--- config.mk ---
export PLATFORM = sky130hd
export DESIGN_NAME = vend_fsm_param
export DESIGN_NICKNAME = d
export VERILOG_FILES = /design/src/rtl/vend_fsm_param.sv
export SDC_FILE = /design/constraint.sdc
export NUM_CORES = 1
export LEC_CHECK = 0
export CAP_MARGIN = 25
export CORE_MARGIN = 5
export CORE_UTILIZATION = 55
export CTS_CLUSTER_DIAMETER = 30
export CTS_CLUSTER_SIZE = 30
export DETAILED_ROUTE_END_ITERATION = 16
export GPL_ROUTABILITY_DRIVEN = 0
export PLACE_DENSITY = 0.82
export SLEW_MARGIN = 20
export SYNTH_ARGS = -nofsm -noshare
export SYNTH_HDL_FRONTEND = slang
export SYNTH_SLANG_ARGS = --single-unit
--- constraint.sdc ---
create_clock -name clk -period 4.3 [get_ports clk]
set_input_delay 0.645 -clock clk [delete_from_list [all_inputs] [get_ports clk]]
set_output_delay 0.645 -clock clk [all_outputs]
set_load 0.03 [all_outputs]
--- src/rtl/vend_fsm_param.sv ---
// Parametrised vending controller: collects 5/10 Rs coins up to PRICE_UNITS, dispenses one item,
// pays change or refunds as 5 Rs pulses, rejects bad/late coins and tracks stock with restock.
module vend_fsm_param #(
  parameter int unsigned PRICE_UNITS = 3,
  parameter int unsigned CREDIT_W    = 4,
  parameter int unsigned STOCK_INIT  = 8,
  parameter int unsigned STOCK_W     = 4
) (
  input  logic                clk,
  input  logic                reset,
  input  logic [1:0]          coin,
  input  logic                cancel,
  input  logic                restock,
  output logic                dispense,
  output logic                return5,
  output logic                reject,
  output logic [CREDIT_W-1:0] credit,
  output logic                sold_out,
  output logic                busy,
  output logic [2:0]          current_state
);

  localparam logic [CREDIT_W-1:0] PRICE     = CREDIT_W'(PRICE_UNITS);
  localparam logic [STOCK_W-1:0]  STOCK_RST = STOCK_W'(STOCK_INIT);

  typedef enum logic [2:0] {
    S_IDLE    = 3'b000,
    S_COLLECT = 3'b001,
    S_DISP    = 3'b010,
    S_RETURN  = 3'b011
  } state_t;

  state_t              state;
  state_t              state_nxt;
  logic [CREDIT_W-1:0] credit_nxt;
  logic [STOCK_W-1:0]  stock;
  logic [STOCK_W-1:0]  stock_nxt;
  logic                reject_nxt;
  logic [CREDIT_W-1:0] coin_val;
  logic [CREDIT_W-1:0] sum;
  logic                coin_ok;
  logic                coin_any;

  // State, credit, stock and reject registers
  always_ff @(posedge clk or posedge reset) begin
    if (reset) begin
      state  <= S_IDLE;
      credit <= '0;
      stock  <= STOCK_RST;
      reject <= 1'b0;
    end else begin
      state  <= state_nxt;
      credit <= credit_nxt;
      stock  <= stock_nxt;
      reject <= reject_nxt;
    end
  end

  // Next-state, credit and stock update
  always_comb begin
    state_nxt  = state;
    credit_nxt = credit;
    stock_nxt  = stock;
    reject_nxt = 1'b0;
    coin_ok    = (coin == 2'b01) || (coin == 2'b10);
    coin_any   = (coin != 2'b00);
    case (coin)
      2'b01:   coin_val = CREDIT_W'(1);
      2'b10:   coin_val = CREDIT_W'(2);
      default: coin_val = '0;
    endcase
    sum = credit + coin_val;

    case (state)
      S_IDLE: begin
        credit_nxt = '0;
        if (restock) stock_nxt = STOCK_RST;
        if (coin_ok && (stock != '0)) begin
          if (coin_val >= PRICE) begin
            state_nxt  = S_DISP;
            credit_nxt = coin_val - PRICE;
          end else begin
            state_nxt  = S_COLLECT;
            credit_nxt = coin_val;
          end
        end else if (coin_any) begin
          reject_nxt = 1'b1;
        end
      end
      S_COLLECT: begin
        // A same-cycle coin loses to cancel and is bounced
        if (cancel) begin
          state_nxt  = S_RETURN;
          reject_nxt = coin_any;
        end else if (coin_ok) begin
          if (sum >= PRICE) begin
            state_nxt  = S_DISP;
            credit_nxt = sum - PRICE;
          end else begin
            credit_nxt = sum;
          end
        end else if (coin_any) begin
          reject_nxt = 1'b1;
        end
      end
      S_DISP: begin
        reject_nxt = coin_any;
        stock_nxt  = stock - STOCK_W'(1);
        state_nxt  = (credit != '0) ? S_RETURN : S_IDLE;
      end
      S_RETURN: begin
        reject_nxt = coin_any;
        credit_nxt = credit - CREDIT_W'(1);
        if (credit <= CREDIT_W'(1)) begin
          state_nxt  = S_IDLE;
          credit_nxt = '0;
        end
      end
      default: begin
        state_nxt  = S_IDLE;
        credit_nxt = '0;
      end
    endcase
  end

  // Actuator and status decode from registered state
  always_comb begin
    dispense      = (state == S_DISP);
    return5       = (state == S_RETURN);
    busy          = (state == S_DISP) || (state == S_RETURN);
    sold_out      = (stock == '0);
    current_state = state;
  end

endmodule

* After elaboration in Yosys (flattened, before gate mapping)
Cells that the tools add are included.
** Word-level totals
- Bits in registers :: 12
- Bits of input ports :: 6
- Word-level logic and storage cells :: 61
** Cells by class
- Add/sub/neg operators :: 5
- $lt $le $gt $ge :: 3
- Equal/unequal tests :: 12
- Muxes and demuxes :: 23
- Bitwise operators :: 1
- Reduce and logical (&&, ||, !) cells :: 13
** Operator list (count)
- two-way mux 4 bit :: 7
- case mux 4 bit (4 select lines) :: 1
- two-way mux 3 bit :: 5
- case mux 3 bit (4 select lines) :: 1
- greater-or-equal comparator 4 x 2 -> 1 bit, second input constant :: 2
- inequality test 2 bit, second input constant :: 4
- case mux 4 bit (2 select lines) :: 1
- nonzero test 4 bit :: 2
- subtractor 4 x 1 -> 4 bit, second input constant :: 2
- subtractor 4 x 2 -> 4 bit, second input constant :: 2
- equality test 3 x 2 -> 1 bit, second input constant :: 2
- inequality test 3 bit, second input constant :: 2
- adder 4 bit :: 1
- less-or-equal comparator 4 x 1 -> 1 bit, second input constant :: 1
- zero test 4 bit :: 1
- two-way mux 1 bit :: 4
- two-way mux 2 bit :: 2
- case mux 2 bit (2 select lines) :: 1
- AND reduction 4 bit :: 1
- nonzero test 2 bit :: 2
- equality test 3 x 1 -> 1 bit, second input constant :: 1
- zero test 3 bit :: 1
- case mux 1 bit (3 select lines) :: 1
- AND reduction 3 bit :: 1
- other kinds (8) :: 9

* Depth between registers and ports, before layout
Gate-level depths: netlist of run 1.
- Depth after elaboration :: 8
- Depth in mapped cells :: 9
- Gate-level depth less buffers :: 9

* Worst setup path before layout of run 1
OpenSTA, ideal clock, no wires.
- Path type :: input to register
- Start point :: in coin[1]
- End point :: reg state[1], in the netlist current_state[1]
- Arrival :: 2.439 ns
- Required time :: 4.180 ns
- Slack :: 1.741 ns
- Stages on the path :: 8
- Buffers on the path :: 0
- Cells stage by stage :: inv_1 ha_1 ha_1 fa_1 ha_1 nor4_1 a21oi_1 a31o_2
** Between the ends
- Cells in the longest elaborated chain, start to end :: 6
** RTL lines
- start, declared :: line 11 : input logic [1:0] coin,
- equality test 2 bit / equality test 2 x 1 -> 1 bit (equally long branches) :: line 65, 67
- case mux 2 bit (2 select lines) :: line 67 : case (coin)
- adder 4 bit / greater-or-equal comparator 4 x 2 -> 1 bit (equally long branches) :: line 72, 79
- greater-or-equal comparator 4 x 2 -> 1 bit / two-way mux 2 bit (equally long branches) :: line 96, 79
- inequality test 3 bit (no line) / two-way mux 3 bit (equally long branches)
- AND reduction 4 bit (no line) / case mux 3 bit (4 select lines) (equally long branches)
- end signal, assigned :: line 52 : state <= state_nxt;
- end, declared :: line 33 : state_t state;
Several ways; a longest one is shown, not always the timed one. The select of a mux whose other input is x is not followed.
A chain may end at the register's enable or synchronous reset.

* Worst setup path in the final report of run 1
Same ends and word-level chain as after synthesis.

==> results.cfg, run 1 <==
[cells_and_area]
mostFrequentLayoutCells = 16 x sky130_fd_sc_hd__clkdlybuf4s50_1, 14 x sky130_fd_sc_hd__inv_1, 12 x sky130_fd_sc_hd__ha_1, 10 x sky130_fd_sc_hd__dfrtp_1, 9 x sky130_fd_sc_hd__nand2_1
layout.cells.most_common = sky130_fd_sc_hd__clkdlybuf4s50_1
fraction_of_final_layout_cells_with_drive_strength_greater_than_1_pct = 7.914
layout-area-overhead-vs-synth_pct = 17.85
number_of_standard_cells_in_the_layout_taps_in_and_fillers_out = 164
fin_nets = 159
antenna_cells = 0

[detailed_routing]
vias = 961
firstDrtPassIters = 4
detail_route.iter0.violations = 33
drt-total-wl_um = 2374
postRouteAntennaNets = 0
remaining_drc_errors = 0
vias_per_cell = 5.860
wirelength_per_cell_um = 14.48

[yosys]
count_of_cell_types_in_the_netlist = 44
synth_largest_type_area_fraction_pct = 23.64
top_ff_cell_synth = sky130_fd_sc_hd__dfrtp_1
synth_xor_area_share_pct = 1.537
async_reset_ff_share_pct = 100.0
synth_compound_gate_area_share_pct = 25.65
synth_seq_cells = 11
synth_top_family_by_area = compound AO/OA/AOI/OAI gates
post_synth_inst_count = 124
post_synth_fa_ha_maj_area_fraction_pct = 16.08
postSynthAreaPerCell_um2 = 8.536
synth_fp_nets = 143
yosys-mux-area-fraction_pct = 1.891
number_of_flops_mapped_to_enable_cells_by_yosys = 0
synth-simple-area-share_pct = 20.69
ys_seq_area_share_pct = 26.12
synth.yosys.warnings = 0
synthTopCellsByArea = sky130_fd_sc_hd__dfrtp_1 24%, sky130_fd_sc_hd__ha_1 14%, sky130_fd_sc_hd__inv_1 5.0%
netlist.top_cell.by_area = sky130_fd_sc_hd__dfrtp_1
syn_std_cell_area_mm2 = 0.001059

[placed_design]
placement.io_buffers = 16
post_place_cells = 160
detailed_place_hpwl_um = 1815

[grt]
antenna_found_initial = 0
grt_pass1_vias = 844
pin_count_of_the_biggest_net_entering_global_routing = 13
groute.usage.overall_pct = 19.06
first_pass_grt_wire_length_um = 3981
grt.overflow.total = 0

[timing]
finalMaxSlewViolations = 0
setup_tns_ns = 0
post_route_skew_ns = 0.003342
setup_failing_eps_final = 0
achievable-frequency_mhz = 339.8
finalCritPeriodShare_pct = 68.44
headroom_to_the_max_slew_limit_pct = 66.97
rsz0062_at_grt = no
finalWorstPathRequiredPeriod_ns = 2.943
tightest_slew_ns = 0.4909
number_of_failing_hold_endpoints_at_the_final_stage = 0

[worst_setup_path]
critPathTopFamily = adder cells
critPathSlowestCell = sky130_fd_sc_hd__fa_1
worst_ep_required_time_ns = 4.47
critical_path.cell_chain = clkdlybuf4s50_1 > inv_1 > ha_1 > ha_1 > fa_1 > ha_1 > nor4_1 > a21oi_1 > a31o_2
critical-path-top-cell-by-count = sky130_fd_sc_hd__ha_1
critical_path.max_fanout = 4
slowest_delay_ns = 0.55
cp_data_arrival_time_ns = 3.11
worst_setup_path_start_kind = input port
critical_path_buf_inv_count = 2
setup.worst_path.end_class = flop
worst-setup-path-type = input port to flop

[status]
run_status = completed

[die]
die_w_um = 53.87
die_height_um = 53.87
floorplan.core_area_mm2 = 0.001783
io-pin-count = 18
die_area_mm2 = 0.002902
placement_rows = 15
initial_core_util_pct = 59.37

[clock_tree]
clkSlewWorstSetupHoldPaths_ns = 0.08
clock_tree.root_cell = sky130_fd_sc_hd__clkbuf_4
cts_tree = yes
cts-buffers-inserted = 3
clkSinkCount = 11
clock_tree.buffer_depth = 2
post_cts.repair.setup_buffers = 0
post_cts_hold_buffer_count = 0
cts_resized = 0
clk-insertion-delay-late_ns = 0.28
cts.htree.levels = 1

[power_and_ir_drop]
max-vdd-ir-drop_uv = 402.8
seq_power_share_pct = 26.5
p_sw_share_pct = 51.35
finalPower_uw = 936.7
switchingPower_uw = 481.0
pwr_density_cell_mw_per_mm2 = 750.9
p_leak_nw = 0.5635
cellInternalPower_uw = 455.7
share_clk_of_total_power_pct = 8.1
p_comb_share_pct = 65.4

[worst_hold_path]
hold_path.class = flop to flop

[flow_run]
timing.max_cap.violations = 0
per-stage QoR:
stage / hold slack (ns) / util [%] / instance area (µm²) / setup slack [ns]
finish: 0.5235 / 69.96 / 1247 / 1.357
global route: 0.5644 / 69.96 / 1247 / 1.265
CTS: 0.5253 / 69.96 / 1247 / 1.359
detailed placement: 0.5091 / 68.49 / 1221 / 1.067
global placement: 0.4971 / 68.49 / 1221 / 1.147
floorplan: 0.4728 / - / 1059 / 1.741
per-layer routing:
layer / part of all wire, % / vias to the layer above / wire [µm] / GRT usage, %
met2: 45 / 43 / 1067 / 28.63
met3: 7.2 / 7 / 171 / 4.432
met1: 46 / 435 / 1084 / 25.43
li1: - / 476 / - / -
met4: 2.1 / 0 / 51 / 9.362
met5: 0 / - / 0 / 0
worst reg2reg max path, stage by stage, from the launching register on:
cell                      delay, ns
sky130_fd_sc_hd__dfrtp_1       0.49
sky130_fd_sc_hd__ha_1          0.31
sky130_fd_sc_hd__fa_1          0.55
sky130_fd_sc_hd__ha_1          0.28
sky130_fd_sc_hd__nor4_1        0.27
sky130_fd_sc_hd__a21oi_1       0.12
sky130_fd_sc_hd__a31o_2        0.22
power groups by stage:
stage | Combinational (mW) | Sequential [mW] | Clock [mW]
2_1_floorplan | 0.417 | 0.262 | 0
3_3_place_gp | 0.593 | 0.245 | 0
3_5_place_dp | 0.605 | 0.248 | 0
4_1_cts | 0.610 | 0.246 | 0.0747
5_1_grt | 0.674 | 0.261 | 0.0795
6_report | 0.612 | 0.248 | 0.0763
final timing paths:
| check | from | to | slack (ns) | cells after the start |
|---|---|---|---|---|
| max in group asynchronous | reset | stock[3]$_DFFE_PP1P_ | 3.31 | 2 |
| setup / recovery | coin[1] | current_state[1]$_DFFE_PP0P_ | 1.36 | 9 |
| setup reg to reg | credit[0]$_DFFE_PP0P_ | current_state[1]$_DFFE_PP0P_ | 1.96 | 6 |
| hold / removal | stock[1]$_DFFE_PP0P_ | stock[1]$_DFFE_PP0P_ | 0.52 | 2 |
| hold reg to reg | stock[1]$_DFFE_PP0P_ | stock[1]$_DFFE_PP0P_ | 0.52 | 2 |
| min in group asynchronous | reset | stock[0]$_DFFE_PP0P_ | 0.66 | 2 |
synthesized netlist by cell type, types with 2 or more instances:
cell type                   count
sky130_fd_sc_hd__buf_4          2
sky130_fd_sc_hd__o21ai_0        7
sky130_fd_sc_hd__nand2b_1       4
sky130_fd_sc_hd__nor2b_1        5
sky130_fd_sc_hd__o2111ai_1      2
sky130_fd_sc_hd__nor3b_1        2
sky130_fd_sc_hd__a211o_1        2
sky130_fd_sc_hd__inv_1         14
sky130_fd_sc_hd__and2_1         2
sky130_fd_sc_hd__nor2_1         7
sky130_fd_sc_hd__ha_1          12
sky130_fd_sc_hd__a21oi_1        6
sky130_fd_sc_hd__dfrtp_1       10
sky130_fd_sc_hd__a21o_2         2
sky130_fd_sc_hd__buf_2          2
sky130_fd_sc_hd__nor4_1         2
sky130_fd_sc_hd__o22ai_1        3
sky130_fd_sc_hd__nor3_1         3
sky130_fd_sc_hd__nand3_1        2
sky130_fd_sc_hd__nand2_1        9
sky130_fd_sc_hd__mux2i_1        2
sky130_fd_sc_hd__a221oi_1       2
cells by family after synthesis:
logic type | after synthesis
buf+inv | 19
other cells | 1
simple gates | 41
mux | 2
flops | 11
xor+xnor | 1
fa+ha+maj | 13
compound gates | 36
registers in the layout, summed over array words and instances (netlist names):
name	count
credit	4
stock	4
current_state	2
reject	1
area by class of cell:
type | instances | area, µm²
well taps | 25 | 31.28
inverters | 14 | 52.55
fillers | 139 | 535.5
multi-input cells | 94 | 700.7
flip-flops and latches | 11 | 276.5
repair buffers | 16 | 160.2
clock buffers | 4 | 26.28
No activity file was read; power rests on OpenSTA's default activity.
==> run 2: changes to the inputs <==
--- a/config.mk
+++ b/config.mk
@@ -7,12 +7,12 @@
 export LEC_CHECK = 0
 export CAP_MARGIN = 25
 export CORE_MARGIN = 5
-export CORE_UTILIZATION = 55
+export CORE_UTILIZATION = 52
 export CTS_CLUSTER_DIAMETER = 30
 export CTS_CLUSTER_SIZE = 30
 export DETAILED_ROUTE_END_ITERATION = 16
 export GPL_ROUTABILITY_DRIVEN = 0
-export PLACE_DENSITY = 0.82
+export PLACE_DENSITY = 0.78
 export SLEW_MARGIN = 20
 export SYNTH_ARGS = -nofsm -noshare
 export SYNTH_HDL_FRONTEND = slang
==> constraint.sdc (replaced) <==
create_clock -name clk -period 3.1 [get_ports clk]
set_input_delay 0.465 -clock clk [delete_from_list [all_inputs] [get_ports clk]]
set_output_delay 0.465 -clock clk [all_outputs]
set_load 0.03 [all_outputs]
==> results.cfg, run 2 (same netlist as run 1, synthesis figures left out) <==
[power_and_ir_drop]
switchingPower_uw = 675.7
max-vdd-ir-drop_uv = 646.9
p_comb_share_pct = 66.2
p_sw_share_pct = 51.63
finalPower_mw = 1.309
p_leak_nw = 0.5635
pwr_density_cell_mw_per_mm2 = 1047
seq_power_share_pct = 25.7
share_clk_of_total_power_pct = 8.1
cellInternalPower_uw = 633.1

[clock_tree]
clk-insertion-delay-late_ns = 0.29
post_cts_hold_buffer_count = 0
cts-buffers-inserted = 3
cts.htree.levels = 1
clock_tree.root_cell = sky130_fd_sc_hd__clkbuf_4
clkSinkCount = 11
clkSlewWorstSetupHoldPaths_ns = 0.08
cts_resized = 0
post_cts.repair.setup_buffers = 0
clock_tree.buffer_depth = 2
cts_tree = yes

[cells_and_area]
mostFrequentLayoutCells = 16 x sky130_fd_sc_hd__clkdlybuf4s50_1, 14 x sky130_fd_sc_hd__inv_1, 12 x sky130_fd_sc_hd__ha_1, 10 x sky130_fd_sc_hd__dfrtp_1, 9 x sky130_fd_sc_hd__nand2_1
antenna_cells = 0
fraction_of_final_layout_cells_with_drive_strength_greater_than_1_pct = 7.914
layout-area-overhead-vs-synth_pct = 18.09
layout.cells.most_common = sky130_fd_sc_hd__clkdlybuf4s50_1
fin_nets = 159

[timing]
headroom_to_the_max_slew_limit_pct = 65.02
rsz0062_at_grt = no
finalMaxSlewViolations = 0
achievable-frequency_mhz = 360.8
tightest_slew_ns = 0.5199
setup_tns_ns = 0
post_route_skew_ns = 0.01107
finalWorstPathRequiredPeriod_ns = 2.772
finalCritPeriodShare_pct = 89.41
number_of_failing_hold_endpoints_at_the_final_stage = 0
setup_failing_eps_final = 0

[worst_setup_path]
worst_ep_required_time_ns = 3.28
critical_path.max_fanout = 4
critical-path-top-cell-by-count = sky130_fd_sc_hd__ha_1
worst_setup_path_start_kind = input port
cp_data_arrival_time_ns = 2.95
slowest_delay_ns = 0.53
critical_path.cell_chain = clkdlybuf4s50_1 > inv_1 > ha_1 > ha_1 > fa_1 > ha_1 > nor4_1 > a21oi_1 > a31o_2
worst-setup-path-type = input port to flop
setup.worst_path.end_class = flop
critPathSlowestCell = sky130_fd_sc_hd__fa_1

[detailed_routing]
firstDrtPassIters = 4
vias_per_cell = 5.705
wirelength_per_cell_um = 14.51
remaining_drc_errors = 0
detail_route.iter0.violations = 44
postRouteAntennaNets = 0
drt-total-wl_um = 2408
vias = 947

[placed_design]
placement.io_buffers = 16
detailed_place_hpwl_um = 1850

[die]
initial_core_util_pct = 54.51
die_area_mm2 = 0.003038
die_height_um = 55.12
die_w_um = 55.12
placement_rows = 16
io-pin-count = 18
floorplan.core_area_mm2 = 0.001942

[flow_run]
timing.max_cap.violations = 0

[grt]
antenna_found_initial = 0
groute.usage.overall_pct = 19.27
grt_pass1_vias = 909
pin_count_of_the_biggest_net_entering_global_routing = 13
grt.overflow.total = 0
first_pass_grt_wire_length_um = 4160

[status]
run_status = completed

[worst_hold_path]
hold_path.class = input port to async pin
run 2: cell counts in the layout (fill, tap and decap cells not counted):
No cell type changed its count.
run 2: final cells by class:
| type | instances | area (µm²) |
|---|---|---|
| multi-input cells | 94 | 700.7 |
| fillers | 172 | 691.9 |
| flip-flops and latches | 11 | 276.5 |
| repair buffers | 16 | 160.2 |
| inverters | 14 | 52.55 |
| well taps | 27 | 33.78 |
| clock buffers | 4 | 26.28 |
run 2: final timing paths:
| kind | cells after the start | from | slack, ns | end |
|---|---|---|---|---|
| worst max-delay path | 9 | coin[1] | 0.33 | current_state[1]$_DFFE_PP0P_ |
| worst min-delay path | 2 | reset | 0.47 | current_state[1]$_DFFE_PP0P_ |
| worst max register to register | 6 | credit[0]$_DFFE_PP0P_ | 0.77 | current_state[1]$_DFFE_PP0P_ |
| worst min register to register | 1 | stock[0]$_DFFE_PP0P_ | 0.53 | stock[0]$_DFFE_PP0P_ |
| max in group asynchronous | 2 | reset | 2.28 | stock[3]$_DFFE_PP1P_ |
| min in group clk | 1 | stock[0]$_DFFE_PP0P_ | 0.53 | stock[0]$_DFFE_PP0P_ |
run 2: metrics by stage:
stage	util, %	cell area, µm²	worst slack (ns)	cells	hold slack, ns
final	64.37	1250	0.3282	166	0.4733
after global routing	64.37	1250	0.1393	166	0.5082
after CTS	64.37	1250	0.3397	166	0.4954
after detailed placement	63.02	1224	0.05597	162	0.5142
after global placement	63.02	1224	0.1159	162	0.4932
after floorplan	-	1059	0.7209	124	0.3167
run 2: layer usage:
layer,GRT usage (%),share of wire (%),wire [µm],vias up
met2,28.54,46,1102,35
met3,2.413,6.3,151,5
met5,0,0,0,-
met1,27.26,46,1110,435
met4,9.717,1.7,42,0
li1,-,-,-,472
run 2: power groups by stage:
stage	Sequential [mW]	Clock, mW	Combinational, mW
global placement	0.336	0	0.825
global route	0.354	0.118	0.956
CTS	0.334	0.107	0.859
finish	0.337	0.106	0.866
floorplan	0.363	0	0.579
detailed placement	0.337	0	0.849
run 2: critical path, delay by kind of cell:
family / cells / cell delay, ns
and+or+nand+nor: 1 / 0.27
AOI/OAI and AO/OA: 2 / 0.36
adders and majority gates: 4 / 1.27
buffers and inverters: 2 / 0.58
